--- src/rtl/pico_pkg.sv ---
// Shared pico definitions: next-PC mode encoding and default widths
// used by the program-counter blocks.
package pico;

  localparam int PICO_A     = 8;
  localparam int PICO_W_IMM = 8;

  typedef enum logic [1:0] {
    INCREMENT  = 2'd0,
    RELATIVE   = 2'd1,
    SUBROUTINE = 2'd2,
    RETURN     = 2'd3
  } modePC;

endpackage

--- src/rtl/pc_ras.sv ---
// Return-address stack: circular storage with a saturating entry count.
// A push while full overwrites the oldest entry.
module pc_ras #(
  parameter  int A     = 8,
  parameter  int DEPTH = 4,
  localparam int SW    = $clog2(DEPTH + 1)
) (
  input  logic          clk,
  input  logic          reset,
  input  logic          push,
  input  logic          pop,
  input  logic [A-1:0]  push_data,
  output logic [A-1:0]  top_data,
  output logic [SW-1:0] sp,
  output logic          full,
  output logic          empty
);

  localparam int PW = (DEPTH > 1) ? $clog2(DEPTH) : 1;
  localparam logic [PW-1:0] LAST = PW'(DEPTH - 1);

  logic [A-1:0]  mem [DEPTH];
  logic [PW-1:0] wr_ptr;
  logic [PW-1:0] rd_ptr;
  logic [PW-1:0] wr_ptr_inc;

  // wr_ptr is the next free slot; when full it is also the oldest entry
  assign rd_ptr     = (wr_ptr == '0) ? LAST : wr_ptr - PW'(1);
  assign wr_ptr_inc = (wr_ptr == LAST) ? '0 : wr_ptr + PW'(1);
  assign top_data   = mem[rd_ptr];
  assign full       = (sp == SW'(DEPTH));
  assign empty      = (sp == '0);

  always_ff @(posedge clk) begin
    if (reset) begin
      wr_ptr <= '0;
      sp     <= '0;
    end else if (push) begin
      wr_ptr <= wr_ptr_inc;
      if (!full) sp <= sp + SW'(1);
    end else if (pop && !empty) begin
      wr_ptr <= rd_ptr;
      sp     <= sp - SW'(1);
    end
  end

  always_ff @(posedge clk) begin
    if (!reset && push) mem[wr_ptr] <= push_data;
  end

endmodule

--- src/rtl/pc_sequencer.sv ---
// Program counter sequencer: registered PC with increment, relative branch,
// subroutine call and return through a small return-address stack.
module pc_sequencer import pico::*; #(
  parameter  int A     = PICO_A,
  parameter  int DEPTH = 4,
  parameter  int W_IMM = PICO_W_IMM,
  localparam int SW    = $clog2(DEPTH + 1)
) (
  input  logic             clk,
  input  logic             reset,
  input  logic             en,
  input  modePC            mode,
  input  logic             take,
  input  logic [W_IMM-1:0] imm,
  output logic [A-1:0]     pc,
  output logic [SW-1:0]    sp,
  output logic             full,
  output logic             empty,
  output logic             ovf,
  output logic             unf
);

  logic [A-1:0] pc_next;
  logic [A-1:0] pc_inc;
  logic [A-1:0] imm_sext;
  logic [A-1:0] imm_zext;
  logic [A-1:0] ras_top;
  logic         push;
  logic         pop;
  logic         ovf_set;
  logic         unf_set;

  if (W_IMM >= A) begin : g_imm_trunc
    assign imm_sext = imm[A-1:0];
    assign imm_zext = imm[A-1:0];
  end else begin : g_imm_ext
    assign imm_sext = {{(A - W_IMM){imm[W_IMM-1]}}, imm};
    assign imm_zext = {{(A - W_IMM){1'b0}}, imm};
  end

  assign pc_inc = pc + A'(1);

  always_comb begin
    pc_next = pc_inc;
    push    = 1'b0;
    pop     = 1'b0;
    ovf_set = 1'b0;
    unf_set = 1'b0;
    case (mode)
      RELATIVE:   if (take) pc_next = pc + imm_sext;
      SUBROUTINE: begin
        pc_next = imm_zext;
        push    = en;
        ovf_set = full;
      end
      RETURN: begin
        if (empty) begin
          unf_set = 1'b1;
        end else begin
          pc_next = ras_top;
          pop     = en;
        end
      end
      default: ;
    endcase
  end

  // Error flags are sticky: only reset clears them
  always_ff @(posedge clk) begin
    if (reset) begin
      pc  <= '0;
      ovf <= 1'b0;
      unf <= 1'b0;
    end else if (en) begin
      pc <= pc_next;
      if (ovf_set) ovf <= 1'b1;
      if (unf_set) unf <= 1'b1;
    end
  end

  pc_ras #(
    .A     (A),
    .DEPTH (DEPTH)
  ) u_ras (
    .clk       (clk),
    .reset     (reset),
    .push      (push),
    .pop       (pop),
    .push_data (pc_inc),
    .top_data  (ras_top),
    .sp        (sp),
    .full      (full),
    .empty     (empty)
  );

endmodule

--- config.mk ---
export PLATFORM = sky130hd
export DESIGN_NAME = pc_sequencer
export DESIGN_NICKNAME = d
export VERILOG_FILES = /design/src/rtl/pico_pkg.sv /design/src/rtl/pc_ras.sv /design/src/rtl/pc_sequencer.sv
export SDC_FILE = /design/constraint.sdc
export NUM_CORES = 1
export LEC_CHECK = 0
export CORE_MARGIN = 2
export CORE_UTILIZATION = 32
export DETAILED_ROUTE_END_ITERATION = 6
export DONT_BUFFER_PORTS = 1
export SLEW_MARGIN = 20
export SYNTH_ARGS = -nofsm -noshare
export SYNTH_HDL_FRONTEND = slang
export SYNTH_SLANG_ARGS = --single-unit
--- constraint.sdc ---
create_clock -name clk -period 2.55 [get_ports clk]
set_clock_uncertainty 0.1 [all_clocks]
set_input_delay 0.3825 -clock clk [delete_from_list [all_inputs] [get_ports clk]]
set_output_delay 0.3825 -clock clk [all_outputs]
set_load 0.05 [all_outputs]
Yosys cells after proc, flatten, opt, wreduce, memory -nomap -nowiden:

Memories as Yosys holds them, arrays and structs flattened.
Cells that the tools add are included.

* equal/unequal tests: 6
* add/sub/neg operators: 6
* reduce and logical (&&, ||, !) cells: 10
* multiplexer cells: 18

Operators by type and width (number)
* 8-bit one-hot mux with 3 select lines: 1
* 8-bit 2-to-1 mux: 2
* 3-bit 2-to-1 mux: 3
* 8-bit by 1-bit adder with 8-bit output, second input constant: 1
* 8-bit adder: 1
* 1-bit 2-to-1 mux: 8
* 2-bit 2-to-1 mux: 4
* 2-bit equality test, second input constant: 3
* 2-bit AND reduction: 3
* 3-bit by 1-bit adder with 3-bit output, second input constant: 1
* 3-bit equality test, second input constant: 1
* 3-bit logical NOT: 1
* 3-bit by 1-bit subtractor with 3-bit output, second input constant: 1
* 2-bit by 1-bit adder with 2-bit output, second input constant: 1
* 2-bit by 1-bit equality test with 1-bit output, second input constant: 1
* 1-bit logical AND: 2
* 1-bit logical NOT: 2
* 2-bit logical NOT: 1
* 2-bit != test, second input constant: 1
* 2-bit nonzero test: 1
* 2-bit by 1-bit subtractor with 2-bit output, second input constant: 1

* bits of input ports: 14
* bits in writable memories: 32
* memories kept: 1
* output and inout port bits: 15
* flip-flop bits (word level): 15
* word-level logic and storage cells: 46

Memories
* u_ras.mem: depth 4, width 8, rd ports 1, clocked after Yosys merged registers in 0, write ports 1, RTL line pc_ras.sv:22 `logic [A-1:0] mem [DEPTH];`

Longest topological paths before layout:

Gate-level depths: netlist (run 1).

* depth in word-level cells: 6
* gate-level depth with buffers: 9
* depth with buffers taken out: 9

Cells and area by module:

From an unflattened synthesis (run 1), not the netlist that was laid out.

* cells, all modules: 263
* area total of the unflattened synthesis: 2840.2 um^2

Modules (own cells, without submodules)
* pc_ras: times used 1, sequential area each 1061.0 um^2, area each 1581.5 um^2, cells an instance 95
* pc_sequencer: times used 1, sequential area each 200.2 um^2, area each 1258.7 um^2, cells an instance 168

Worst setup path before layout (run 1):

No wires, ideal clock.

* path kind: register to register
* start: reg pc[0]
* end: reg pc[6]
* setup slack: -0.054 ns
* period minus slack after synthesis: 2.604 ns
* stages on the path, launching flop included: 10
* data required time: 2.354 ns
* library setup time: 0.096 ns
* path buffers: 0
* data arrival time: 2.409 ns
* cell sequence: dfxtp_1 ha_1 inv_1 fa_1 nand2b_1 a21oi_1 o21ai_0 mux2_2 a21o_1 o41ai_2

* longest elaborated chain between the ends: 3
* elaborated cells between the ends (all ways): 5
* classes of those cells: add/sub (2); mux (3)

RTL lines
* from (decl): RTL line pc_sequencer.sv:15 `output logic [A-1:0] pc,`
* from (signal assigned): RTL line pc_sequencer.sv:75 `pc <= pc_next;`
* 8-bit by 1-bit adder with 8-bit output or 8-bit adder (tied branches): RTL line pc_sequencer.sv:41, pc_sequencer.sv:50
* 8-bit 2-to-1 mux (on tied branches): RTL line pc_sequencer.sv:57, pc_sequencer.sv:50
* 8-bit one-hot mux with 3 select lines (*): RTL line pc_sequencer.sv:49 `case (mode)`

Every way passes the cells marked *; elsewhere a longest branch is shown, timed or not.
A chain may end at the register's enable or synchronous reset.

Worst setup path in the final report (run 1):

Same ends and word-level chain as after synthesis.

==> results of run 1 <==
[sequential cells by signal, indices dropped and copies added (netlist names)]
register and cells:
u_ras.wr_ptr 2, u_ras.mem 32, pc 8, unf 1
u_ras.sp 3, ovf 1
[kinds of logic after synthesis]
kind of cell | count (synthesis) | synth area share [%]
AO/OA/AOI/OAI | 71 | 17.0
XOR/XNOR | 14 | 5.06
adder cells (fa/ha/maj) | 14 | 6.99
buffers and inverters | 22 | 3.68
flip-flops | 47 | 46.4
multiplexers | 9 | 7.04
AND/OR/NAND/NOR | 72 | 13.8
[worst max-delay path by stage]
stage / start / endpoint
4_1_cts: pc[0]$_SDFFE_PP0P_ / pc[6]$_SDFFE_PP0P_
6_report: pc[0]$_SDFFE_PP0P_ / pc[6]$_SDFFE_PP0P_
5_1_grt: pc[0]$_SDFFE_PP0P_ / pc[6]$_SDFFE_PP0P_
2_1_floorplan: pc[1]$_SDFFE_PP0P_ / pc[6]$_SDFFE_PP0P_
3_5_place_dp: pc[0]$_SDFFE_PP0P_ / pc[6]$_SDFFE_PP0P_
3_3_place_gp: pc[0]$_SDFFE_PP0P_ / pc[6]$_SDFFE_PP0P_
[routing by layer]
layer,share of wire [%],track usage (%)
met4,1.5,4.29
met2,48,22.9
met5,0,0
met3,6.0,3.29
met1,45,19.8
[power by group through the flow]
stage | Sequential, W | Clock (W) | Combinational (W)
after global placement | 0.000896 | 0 | 0.000400
after floorplan | 0.000948 | 0 | 0.000256
after detailed placement | 0.000897 | 0 | 0.000404
final | 0.000878 | 0.000457 | 0.000405
after CTS | 0.000879 | 0.000473 | 0.000407
after global routing | 0.000882 | 0.000492 | 0.000447
[placed cells by master, fill, tap and decap left out, drive strengths merged, types with 2 or more instances in the layout]
cell / count
a211oi: 2
a21o: 4
a21oi: 16
a221oi: 2
a31o: 2
a31oi: 6
and2: 3
and3: 10
buf: 16
clkbuf: 7
dfxtp: 15
edfxtp: 32
fa: 2
ha: 12
inv: 12
mux4: 8
nand2: 21
nand2b: 4
nand3: 8
nand3b: 2
nor2: 16
nor3: 5
o21a: 4
o21ai: 22
o311ai: 2
o31a: 2
xnor2: 9
xor2: 5
[critical path: stages, from the launching register on]
cell      delay [ps]
dfxtp_4          460
ha_1             200
inv_1             50
fa_1             400
nand2b_1         190
a21oi_2          150
o21ai_0           90
mux2_2           270
a21o_1           180
o41ai_2          190
[cell type report]
class | count | area, um^2
Clock buffer | 7 | 86.3
Clock inverter | 1 | 5.00
Fill cell | 814 | 5190
Inverter | 12 | 45.0
Multi-Input combinational cell | 180 | 1360
Sequential cell | 47 | 1260
Tap cell | 105 | 131
Timing Repair Buffer | 16 | 133
[per-stage QoR]
step | total power (W) | utilization [%] | setup slack [ps] | cell area, um^2
5_1_grt | 0.00182 | 36.8 | 28.7 | 3030
3_5_place_dp | 0.00130 | 35.6 | 62.6 | 2930
4_1_cts | 0.00176 | 36.8 | 27.7 | 3020
3_3_place_gp | 0.00130 | 35.6 | 84.5 | 2930
6_report | 0.00174 | 36.8 | 167 | 3030
2_1_floorplan | 0.00120 | - | 98.0 | 2720
[what timing repair did]
item                       in CTS  in global routing
setup endpoints to repair       0                  1
hold endpoints to repair        0                  0
gates resized for setup         0                  2
==> results.toml, run 1 <==
[sta]
fin_crit_sh_pct = 93.4
fmax_mhz = 420
grt_setup_unrepaired = "false"
report.final.slew_viol_count = 0
worst_slew_pin_slew_ps = 554
finalHoldViolCount = 0
period_minus_slack_ps = 2380
setup_tns_ps = 0
setup_viol = 0
maxSlewHeadroom_pct = 63.0
hold_ws_ps = 39.9

[grt]
grt_first_pass_wirelength_mm = 10.2
antenna_found_initial = 0
grtUsageTotal_pct = 14.5
grt_pass1_vias = 2002
grt_start_max_net_pins = 22
grt.overflow.total = 0

[clocking]
tritoncts = "yes"
cts_buffer_depth = 2
cts.htree.levels = 2
cts_hold_buf = 0
cts_root_buffer = "clkbuf_8"
cts_sinks = 47
cts_made_buffers = 5
clock_latency_ps = 300
path_clk_slew_ps = 90
post_cts_buffers = 0

[setup_path]
cp.arrival_ps = 2490
worstReg2RegEnd = "pc[6]$_SDFFE_PP0P_"
worstSetupPathType = "reg -> reg"
critPathMaxFanout = 3
r2r-start = "pc[0]$_SDFFE_PP0P_"
r2r_cells = 9
worstPathRequired_ps = 2650
end_kind = "flop"
r2r_setup_slack_ps = 170
start_kind = "flop"

[placement]
globalplace.congestion = 0.827
dp_cells = 360
port_buffers = 0
hpwlAfterDp_mm = 4.68

[yosys]
yosys.area.top_type = "edfxtp_1"
yosys_most_used_dff = "edfxtp_1"
synth_common_cells = "edfxtp_1, nand2_1, o21ai_0, a21oi_1"
yosysTopAreaCellShare_pct = 35.3
syn_area_um2 = 2720
synth_area_leaders = "edfxtp_1, dfxtp_1, mux4_2"
synth_fp_nets = 277
async_flop_share_pct = 0
synth_edf_count = 32
synth_cells = 249
ys_ff_latch = 47
syn_area_per_cell_um2 = 10.9
synthMostInstantiatedCell = "edfxtp_1"
synthDistinctLibCells = 52
ys_seq_area_share_pct = 46.4
ys_warn_count = 0

[pwr]
power_frac_seq_pct = 50.5
max-vdd-ir-drop_mv = 0.246
leakagePower_nw = 1.12
p_int_w = 0.00122
switchingPower_w = 0.000518
clkPwrFrac_pct = 26.2
p_per_area_nw_per_um2 = 575
combPwrFrac_pct = 23.3
p_sw_share_pct = 29.8

[worst_hold_path]
hold_end = "pc[0]$_SDFFE_PP0P_"
hold_depth = 1
min_from = "reset"
hold_path.class = "in -> reg"

[finish]
n_antenna_cell = 0
synthToLayoutAreaGrowth_pct = 11.3
drive_gt1_share_pct = 17.5
num-nets-final = 290
stdcell_count = 368

[die]
die_h_um = 96.2
start_util_pct = 33.1
io_pins = 29
dieArea_um2 = 9250
fp-row-count = 33
core-area_um2 = 8220
die_w_um = 96.2

[detailed_routing]
drt_iter0_markers = 110
avgRoutedWirePerCell_um = 16.9
antenna_left = 0
firstDrtPassIters = 4
routed_via_density = 5.32
vias = 1959
routed_wirelength_mm = 6.21
post-route-drc-count = 0

[status]
status = "finished clean"

[flow_run]
drv_cap = 0
No activity file was read; power rests on OpenSTA's default activity.
==> run 2, diff against run 1 <==
--- a/constraint.sdc
+++ b/constraint.sdc
@@ -4,2 +4,2 @@
 set_output_delay 0.3825 -clock clk [all_outputs]
-set_load 0.05 [all_outputs]
+set_load 0.1 [all_outputs]
==> results.toml, run 2 (synthesis gave the netlist of run 1 again) <==
[sta]
fin_crit_sh_pct = 93.6
setup_viol = 0
fmax_mhz = 419
worst_slew_pin_slew_ps = 1020
setup_tns_ps = 0
maxSlewHeadroom_pct = 32.1
period_minus_slack_ps = 2390
report.final.slew_viol_count = 0
finalHoldViolCount = 0
grt_setup_unrepaired = "false"

[grt]
grt_pass1_vias = 1969
grt_start_max_net_pins = 22
grtUsageTotal_pct = 15.0
antenna_found_initial = 0
grt.overflow.total = 0
grt_first_pass_wirelength_mm = 10.5

[clocking]
cts_made_buffers = 5
path_clk_slew_ps = 90
cts_sinks = 47
tritoncts = "yes"
clock_latency_ps = 300
cts_root_buffer = "clkbuf_8"
cts_buffer_depth = 2
cts_hold_buf = 0
cts.htree.levels = 2
post_cts_buffers = 0

[die]
die_h_um = 96.2
fp-row-count = 33
die_w_um = 96.2
dieArea_um2 = 9250
io_pins = 29
start_util_pct = 33.1
core-area_um2 = 8220

[placement]
port_buffers = 0
globalplace.congestion = 0.806
hpwlAfterDp_mm = 4.69

[detailed_routing]
routed_wirelength_mm = 6.47
antenna_left = 0
routed_via_density = 5.51
post-route-drc-count = 0
vias = 2034
drt_iter0_markers = 163
firstDrtPassIters = 5
avgRoutedWirePerCell_um = 17.5

[pwr]
leakagePower_nw = 1.14
p_per_area_nw_per_um2 = 605
p_int_w = 0.00123
max-vdd-ir-drop_mv = 0.328
clkPwrFrac_pct = 26.0
p_sw_share_pct = 33.8
switchingPower_w = 0.000629
power_frac_seq_pct = 47.8
combPwrFrac_pct = 26.2

[setup_path]
cp.arrival_ps = 2500
worstPathRequired_ps = 2660
r2r_cells = 9
r2r_setup_slack_ps = 160
critPathMaxFanout = 3
end_kind = "flop"
start_kind = "flop"
cpMaxStageDelayCell = "dfxtp_4"
cp_num_buf_inv = 1
path_cells = "ha_4 > inv_1 > fa_2 > nand2b_4 > a21oi_2 > o21ai_0 > mux2_2 > a21o_1 > o41ai_2"
cpPeakStageDelay_ps = 560
worstSetupPathType = "reg -> reg"
worstReg2RegEnd = "pc[6]$_SDFFE_PP0P_"
crit_family = "compound AO/OA/AOI/OAI gates"
r2r-start = "pc[0]$_SDFFE_PP0P_"

[worst_hold_path]
hold_depth = 1
hold_path.class = "in -> reg"
min_from = "reset"
hold_end = "u_ras.sp[2]$_SDFFE_PP0P_"

[finish]
final_cell_mix = "edfxtp_1, nand2_1, o21ai_0"
layout_commonest_cell = "edfxtp_1"
utilization_pct = 37.4
n_antenna_cell = 0
largest_reg_flops = 32
max_flop_register = "u_ras.mem"
top_regs = "u_ras.mem: 32 flops, pc: 8 flops, u_ras.sp: 3 flops"
synthToLayoutAreaGrowth_pct = 13.0
num-nets-final = 291
drive_gt1_share_pct = 22.0

[flow_run]
drv_cap = 0

[status]
status = "finished clean"
## run 2: power by group through the flow
| stage | registers, W | clock network (W) | logic [W] |
|---|---|---|---|
| floorplan | 0.00101 | 0 | 0.000277 |
| global placement | 0.000905 | 0 | 0.000479 |
| detailed placement | 0.000906 | 0 | 0.000480 |
| CTS | 0.000889 | 0.000495 | 0.000483 |
| global route | 0.000894 | 0.000528 | 0.000527 |
| finish | 0.000889 | 0.000482 | 0.000487 |
## run 2: timing repair
item	4_1_cts	5_1_grt
endpoints found under the hold margin	0	0
resized for setup	0	5
setup endpoints to repair	0	1
## run 2: layer usage
layer	GRT usage (%)	routed length, um	vias up
met5	0	0	-
met4	2.14	34	0
met2	23.1	2970	95
met1	21.5	2830	973
met3	4.23	636	4
li1	-	-	962
## run 2: worst max path at each step
stage	endpoint	cells after the start	start	slack, ps
finish	pc[6]$_SDFFE_PP0P_	9	pc[0]$_SDFFE_PP0P_	160
global route	pc[6]$_SDFFE_PP0P_	9	pc[0]$_SDFFE_PP0P_	50
CTS	pc[6]$_SDFFE_PP0P_	9	pc[0]$_SDFFE_PP0P_	5
detailed placement	pc[6]$_SDFFE_PP0P_	9	pc[0]$_SDFFE_PP0P_	20
global placement	pc[6]$_SDFFE_PP0P_	9	pc[0]$_SDFFE_PP0P_	40
floorplan	pc[6]$_SDFFE_PP0P_	6	u_ras.sp[2]$_SDFFE_PP0P_	50
## run 2: worst reg2reg max path, stage by stage, from the launching register on
cell      delay, ps
dfxtp_4         560
ha_4            190
inv_1            50
fa_2            350
nand2b_4        160
a21oi_2         140
o21ai_0         100
mux2_2          280
a21o_1          180
o41ai_2         190
## run 2: layout make-up
cell class / instances / area (um^2)
Inverter: 12 / 45.0
Multi-Input combinational cell: 180 / 1380
Timing Repair Buffer: 17 / 140
Clock buffer: 6 / 82.6
Sequential cell: 47 / 1270
Clock inverter: 2 / 16.3
Fill cell: 810 / 5140
Tap cell: 105 / 131
## run 2: metrics by stage
stage | power [W] | cells | hold WS [ps] | area [um^2] | worst slack (ps)
after detailed placement | 0.00139 | 361 | 351 | 2950 | 18.4
after global placement | 0.00138 | 361 | 350 | 2950 | 37.8
final | 0.00186 | 369 | 28.6 | 3070 | 162
after floorplan | 0.00129 | 249 | 375 | 2730 | 48.6
after global routing | 0.00195 | 369 | 13.3 | 3070 | 49.1
after CTS | 0.00187 | 369 | 22.9 | 3050 | 4.84
